$ cat src/rtl/adc_trig_decim.sv
// adc_trig_decim: armed level-crossing trigger and 2^N box-car decimator
// producing packed dual-channel samples for the sample-memory controller.
module adc_trig_decim #(
    parameter int DW    = 12,
    parameter int LEN_W = 13,
    parameter int DEC_W = 3
) (
    input  logic             sys_clk,
    input  logic             sys_rst,
    input  logic [DW-1:0]    ad_data_ch0_i,
    input  logic [DW-1:0]    ad_data_ch1_i,
    input  logic             arm_i,
    input  logic             abort_i,
    input  logic [1:0]       trig_mode_i,
    input  logic             trig_ch_i,
    input  logic [DW-1:0]    trig_level_i,
    input  logic [DEC_W-1:0] dec_log2_i,
    input  logic [LEN_W-1:0] len_i,
    output logic [31:0]      sample_o,
    output logic             sample_vld_o,
    output logic             trig_o,
    output logic             busy_o,
    output logic             done_o,
    output logic [LEN_W:0]   sample_cnt_o
);
    localparam int CW  = (1 << DEC_W) - 1;
    localparam int AW  = DW + CW;
    localparam int PAD = 16 - DW;
    localparam logic [DEC_W-1:0] CWV = DEC_W'(CW);

    typedef enum logic [1:0] {IDLE, ARMED, RUN, DONE} state_e;

    state_e state_q, state_d;

    logic [1:0]       mode_q, mode_d;
    logic             ch_q, ch_d;
    logic [DW-1:0]    level_q, level_d;
    logic [DEC_W-1:0] dec_q, dec_d;
    logic [LEN_W-1:0] len_q, len_d;
    logic [DW-1:0]    prev_q, prev_d;
    logic             first_q, first_d;
    logic [AW-1:0]    acc0_q, acc0_d;
    logic [AW-1:0]    acc1_q, acc1_d;
    logic [CW-1:0]    in_cnt_q, in_cnt_d;
    logic [31:0]      sample_q, sample_d;
    logic             vld_q, vld_d;
    logic             trig_q, trig_d;
    logic [LEN_W:0]   cnt_q, cnt_d;

    logic [DW-1:0]    cur;
    logic             trig_hit;
    logic             arm_ok;
    logic             last_out;
    logic [LEN_W:0]   len_eff;
    logic [CW-1:0]    last_cnt;
    logic [AW-1:0]    sum0, sum1, sh0, sh1;

    assign cur      = ch_q ? ad_data_ch1_i : ad_data_ch0_i;
    assign arm_ok   = arm_i && (state_q == IDLE || state_q == DONE);
    assign len_eff  = {(len_q == '0), len_q};
    assign last_out = vld_q && (cnt_q == len_eff);
    assign last_cnt = {CW{1'b1}} >> (CWV - dec_q);
    assign sum0     = acc0_q + AW'(ad_data_ch0_i);
    assign sum1     = acc1_q + AW'(ad_data_ch1_i);
    assign sh0      = sum0 >> dec_q;
    assign sh1      = sum1 >> dec_q;

    // prev is only meaningful from the second armed cycle on
    always_comb begin
        case (mode_q)
            2'd1:    trig_hit = !first_q && (prev_q < level_q)
                                && (cur >= level_q);
            2'd2:    trig_hit = !first_q && (prev_q >= level_q)
                                && (cur < level_q);
            default: trig_hit = 1'b1;
        endcase
    end

    always_ff @(posedge sys_clk) begin
        if (sys_rst) state_q <= IDLE;
        else         state_q <= state_d;
    end

    always_comb begin
        state_d = state_q;
        if (abort_i) begin
            state_d = IDLE;
        end else begin
            case (state_q)
                IDLE, DONE: if (arm_i)    state_d = ARMED;
                ARMED:      if (trig_hit) state_d = RUN;
                RUN:        if (last_out) state_d = DONE;
                default:                  state_d = IDLE;
            endcase
        end
    end

    always_comb begin
        mode_d   = mode_q;
        ch_d     = ch_q;
        level_d  = level_q;
        dec_d    = dec_q;
        len_d    = len_q;
        prev_d   = cur;
        first_d  = 1'b0;
        acc0_d   = acc0_q;
        acc1_d   = acc1_q;
        in_cnt_d = in_cnt_q;
        sample_d = sample_q;
        vld_d    = 1'b0;
        trig_d   = 1'b0;
        cnt_d    = cnt_q;
        if (abort_i) begin
            acc0_d   = '0;
            acc1_d   = '0;
            in_cnt_d = '0;
        end else if (arm_ok) begin
            mode_d   = trig_mode_i;
            ch_d     = trig_ch_i;
            level_d  = trig_level_i;
            dec_d    = dec_log2_i;
            len_d    = len_i;
            first_d  = 1'b1;
            acc0_d   = '0;
            acc1_d   = '0;
            in_cnt_d = '0;
            cnt_d    = '0;
        end else if (state_q == ARMED && trig_hit) begin
            trig_d = 1'b1;
        end else if (state_q == RUN && !last_out) begin
            // closing input of a window: emit and restart with no gap
            if (in_cnt_q == last_cnt) begin
                sample_d = {{PAD{1'b0}}, sh1[DW-1:0],
                            {PAD{1'b0}}, sh0[DW-1:0]};
                vld_d    = 1'b1;
                cnt_d    = cnt_q + (LEN_W+1)'(1);
                acc0_d   = '0;
                acc1_d   = '0;
                in_cnt_d = '0;
            end else begin
                acc0_d   = sum0;
                acc1_d   = sum1;
                in_cnt_d = in_cnt_q + CW'(1);
            end
        end
    end

    always_ff @(posedge sys_clk) begin
        if (sys_rst) begin
            mode_q   <= '0;
            ch_q     <= 1'b0;
            level_q  <= '0;
            dec_q    <= '0;
            len_q    <= '0;
            prev_q   <= '0;
            first_q  <= 1'b0;
            acc0_q   <= '0;
            acc1_q   <= '0;
            in_cnt_q <= '0;
            sample_q <= '0;
            vld_q    <= 1'b0;
            trig_q   <= 1'b0;
            cnt_q    <= '0;
        end else begin
            mode_q   <= mode_d;
            ch_q     <= ch_d;
            level_q  <= level_d;
            dec_q    <= dec_d;
            len_q    <= len_d;
            prev_q   <= prev_d;
            first_q  <= first_d;
            acc0_q   <= acc0_d;
            acc1_q   <= acc1_d;
            in_cnt_q <= in_cnt_d;
            sample_q <= sample_d;
            vld_q    <= vld_d;
            trig_q   <= trig_d;
            cnt_q    <= cnt_d;
        end
    end

    always_comb begin
        busy_o = (state_q == ARMED) || (state_q == RUN);
        done_o = (state_q == DONE);
    end

    assign sample_o     = sample_q;
    assign sample_vld_o = vld_q;
    assign trig_o       = trig_q;
    assign sample_cnt_o = cnt_q;

endmodule

$ cat config.mk
export PLATFORM = sky130hd
export DESIGN_NAME = adc_trig_decim
export DESIGN_NICKNAME = d
export VERILOG_FILES = /design/src/rtl/adc_trig_decim.sv
export SDC_FILE = /design/constraint.sdc
export NUM_CORES = 1
export LEC_CHECK = 0
export CORE_MARGIN = 1.5
export CORE_UTILIZATION = 35
export DETAILED_ROUTE_END_ITERATION = 10
export PLACE_DENSITY_LB_ADDON = 0.12
export SYNTH_ARGS = -nofsm -noshare
export SYNTH_HDL_FRONTEND = slang
export SYNTH_SLANG_ARGS = --single-unit
$ cat constraint.sdc
create_clock -name sys_clk -period 3.5 [get_ports sys_clk]
set_input_delay 0.35 -clock sys_clk [delete_from_list [all_inputs] [get_ports sys_clk]]
set_output_delay 0.35 -clock sys_clk [all_outputs]
set_load 0.01 [all_outputs]
==> metrics.md <==
| Metric | Value |
|---|---|
| Crit start category | flop |
| Crit path time final | 3.40 ns |
| Hold_buf cts | 0 |
| Synthesized area per cell | 7.98 um^2 |
| Cell area after synthesis | 9040 um^2 |
| DR vias | 8943 |
| Worst-Skew Late Latency | 0.43 ns |
| First-pass GRT wire length | 47000 um |
| Top_reg_cell synth | dfxtp_1 |
| Total GRT Usage | 22.8% |
| RSZ-0062 raised after global routing | false |
| Vias in the first global route | 8479 |
| GPL Wtd Cong | 0.879 |
| Max Root-Sink Buffers | 2 |
| Peak VDD IR | 0.235 mV |
| Clk_skew | 0.0132 ns |
| Chip height | 164 um |
| Final-layout fill cell count | 2500 |
| Max-cap viol count | 0 |
| Final hold vios | 0 |
| Hold path start | level_q[9]$_SDFFE_PP0P_ |
| Sequential-to-total area share from yosys stat | 29.0% |
| # nets final | 1431 |
| Worst hold path class | reg -> reg |
| N_diodes | 0 |
| Die ar. | 26800 um^2 |
| Htree depth | 4 |
| Peak Freq | 294 MHz |
| Starting Density | 35.8% |
| Crit path DAT | 3.69 ns |
| Syn. warnings | 0 |
| Root buffer selected by CTS | clkbuf_16 |
| IO buf count | 100 |
| Post-route ant nets | 0 |
| Area of the multi-input gates | 6170 um^2 |
| Tcrit/Tclk final | 97.1% |
| Kind of critical path | reg -> reg |
| Cells after Synth | 1134 |
| Final Max Tran Viols | 0 |
| CTS tree | built |
| FF-to-FF Start | ch_q$_SDFFE_PP0P_ |
| Reg-to-Reg End | state_q[0]$_SDFFE_PP0P_ |
| # rows | 58 |
| Max-slew headroom | 44.4% |
| Flop2flop setup slack | 0.10 ns |
| Static Leak | 4.64 nW |
| Synth cell types | 72 |
| Hold path endpoint | level_q[9]$_SDFFE_PP0P_ |
| Layout cells sized above 1 | 17.9% |
| Detailed-placement wirelength estimate | 23200 um |
| Final setup viols | 0 |
| Io pins | 109 |
| CP required | 3.80 ns |
| TritonRoute pass-1 iters | 7 |
| Finished Cell Area | 12000 um^2 |
| Hold path depth | 2 |
| Total wire length | 29900 um |
| Worst reg2reg path depth | 12 |
| Initial antenna violation count | 0 |
| Post-synth EDFFs | 0 |
| Clock sink count | 131 |
| FF+latch area | 2630 um^2 |
| DR DRC count | 0 |
| CP max FO | 7 |
| Setup slack after placement | -0.400 ns |
| DR vias/cell | 5.40 |
| Floorplan core area | 25300 um^2 |
| Number of synthesized register bits | 131 |
| Largest net degree at the start of global routing | 67 |
| Power Density | 354 nW/um^2 |
| CP Capture Type | flop |
| Worst Tran Pin Value | 0.833 ns |
| WL per Instance | 18.0 um |
| Overall power | 4.25 mW |
| P&R area growth vs syn | 32.7% |
| Worst-path clk slew | 0.06 ns |
| Placed Area | 11200 um^2 |
| Final worst slack | 0.103 ns |
| Grt ovf | 0 |
| Async SR Flop Fraction | 0% |
| CTS Buf Count | 17 |
| Outcome | completed |
| Die width | 164 um |
| Iter 0 DRT Violations | 580 |
==> per-layer routing <==
metal / track usage (%) / vias up / share of wire, %
met5: 0 / - / 0
met4: 6.36 / 0 / 1.5
met3: 3.11 / 30 / 4.1
met2: 36.0 / 218 / 44
met1: 32.2 / 4218 / 50
li1: - / 4477 / -
==> registers in the layout (all words and copies together) (netlist names) <==
register and count:
sample_o 24, acc0_q 19, acc1_q 19, sample_cnt_o 14, len_q 13, level_q 12
prev_q 12, in_cnt_q 7, dec_q 3, mode_q 2, state_q 2, ch_q 1
first_q 1, sample_vld_o 1, trig_o 1
==> layout by cell type, fill, tap and decap left out, types with 11 or more instances in the layout <==
master / netlist / layout
nand4_1: 13 / 13
xor2_1: 24 / 24
ha_1: 56 / 49
clkdlybuf4s50_1: 0 / 99
a211oi_1: 29 / 28
and2_1: 13 / 13
or3_1: 16 / 14
mux2_2: 15 / 11
o21ai_0: 33 / 29
nand2_1: 167 / 167
nor4_1: 13 / 12
nor2_1: 97 / 96
dfxtp_1: 131 / 130
inv_1: 38 / 38
mux2i_1: 19 / 19
mux4_2: 18 / 18
nand3_1: 24 / 23
a21o_1: 13 / 13
a21oi_1: 117 / 115
and3_1: 14 / 14
buf_4: 8 / 123
xnor2_1: 34 / 34
clkbuf_16: 0 / 17
nor3_1: 20 / 18
==> per-stage QoR <==
stage	std cells	hold WS [ns]	TNS [ns]	utilization [%]
after floorplan	1141	0.436	-0.111	-
after global placement	1622	0.445	-24.60	44.3
after detailed placement	1622	0.451	-25.02	44.3
after CTS	1653	0.455	0	46.9
after global routing	1656	0.472	0	47.5
final	1656	0.457	0	47.5
==> cell families after synthesis <==
| logic type | Yosys count | share of synthesized area, % |
|---|---|---|
| buf+inv | 114 | 5.11 |
| simple gates | 423 | 22.1 |
| fa+ha+maj | 58 | 8.19 |
| mux | 52 | 8.45 |
| compound gates | 297 | 21.5 |
| other cells | 1 | 0.0415 |
| xor+xnor | 58 | 5.62 |
| flops | 131 | 29.0 |
==> cell usage after synthesis, types with 12 or more instances <==
library cell | n | area, um^2
a211oi_1 | 29 | 218
a21o_1 | 13 | 97.6
a21oi_1 | 117 | 586
and2_1 | 13 | 81.3
and3_1 | 14 | 87.6
buf_1 | 12 | 45.0
clkbuf_1 | 52 | 195
dfxtp_1 | 131 | 2620
ha_1 | 56 | 701
inv_1 | 38 | 143
mux2_2 | 15 | 169
mux2i_1 | 19 | 190
mux4_2 | 18 | 405
nand2_1 | 167 | 627
nand3_1 | 24 | 120
nand4_1 | 13 | 81.3
nor2_1 | 97 | 364
nor3_1 | 20 | 100
nor4_1 | 13 | 81.3
o21ai_0 | 33 | 165
or3_1 | 16 | 100
xnor2_1 | 34 | 298
xor2_1 | 24 | 210
==> critical path, cell delays in order, from the launching register on <==
cell	delay, ns
dfxtp_4	0.38
buf_8	0.14
mux2_4	0.31
ha_1	0.20
a211oi_2	0.20
o21ai_1	0.10
a21oi_1	0.13
o211ai_1	0.20
buf_4	0.23
or4b_2	0.67
a41oi_1	0.29
nor2_1	0.06
a2111oi_0	0.36
==> final cells by class <==
| class | instances | area share [%] |
|---|---|---|
| multi-input combinational | 896 | 51.4 |
| sequential | 131 | 21.9 |
| timing repair buffer | 229 | 16.9 |
| clock buffer | 18 | 3.58 |
| tap | 330 | 3.44 |
| clock inverter | 13 | 1.54 |
| inverter | 39 | 1.22 |
==> how the worst max path moves through the flow <==
stage	slack, ns	to	from
2_1_floorplan	-0.02	sample_o[0]$_SDFFE_PP0P_	ch_q$_SDFFE_PP0P_
3_3_place_gp	-0.39	sample_cnt_o[5]$_SDFFE_PP0P_	ad_data_ch1_i[5]
3_5_place_dp	-0.40	sample_cnt_o[5]$_SDFFE_PP0P_	ad_data_ch1_i[5]
4_1_cts	0.003	sample_cnt_o[5]$_SDFFE_PP0P_	ch_q$_SDFFE_PP0P_
5_1_grt	0.004	acc1_q[15]$_SDFFE_PP0P_	ch_q$_SDFFE_PP0P_
6_report	0.10	state_q[0]$_SDFFE_PP0P_	ch_q$_SDFFE_PP0P_
==> timing repair <==
| item | CTS | global route |
|---|---|---|
| setup buffers | 0 | 3 |
| endpoints found under the setup margin | 75 | 76 |
| resized for setup | 7 | 23 |
| pin swaps | 2 | 7 |
==> power breakdown <==
group | total (mW) | internal (mW) | switching, mW
Clock | 1.89 | 1.19 | 0.706
Sequential | 1.56 | 1.53 | 0.0293
Combinational | 0.801 | 0.371 | 0.430
Total | 4.25 | 3.09 | 1.17
No activity file was read; power rests on OpenSTA's default activity.
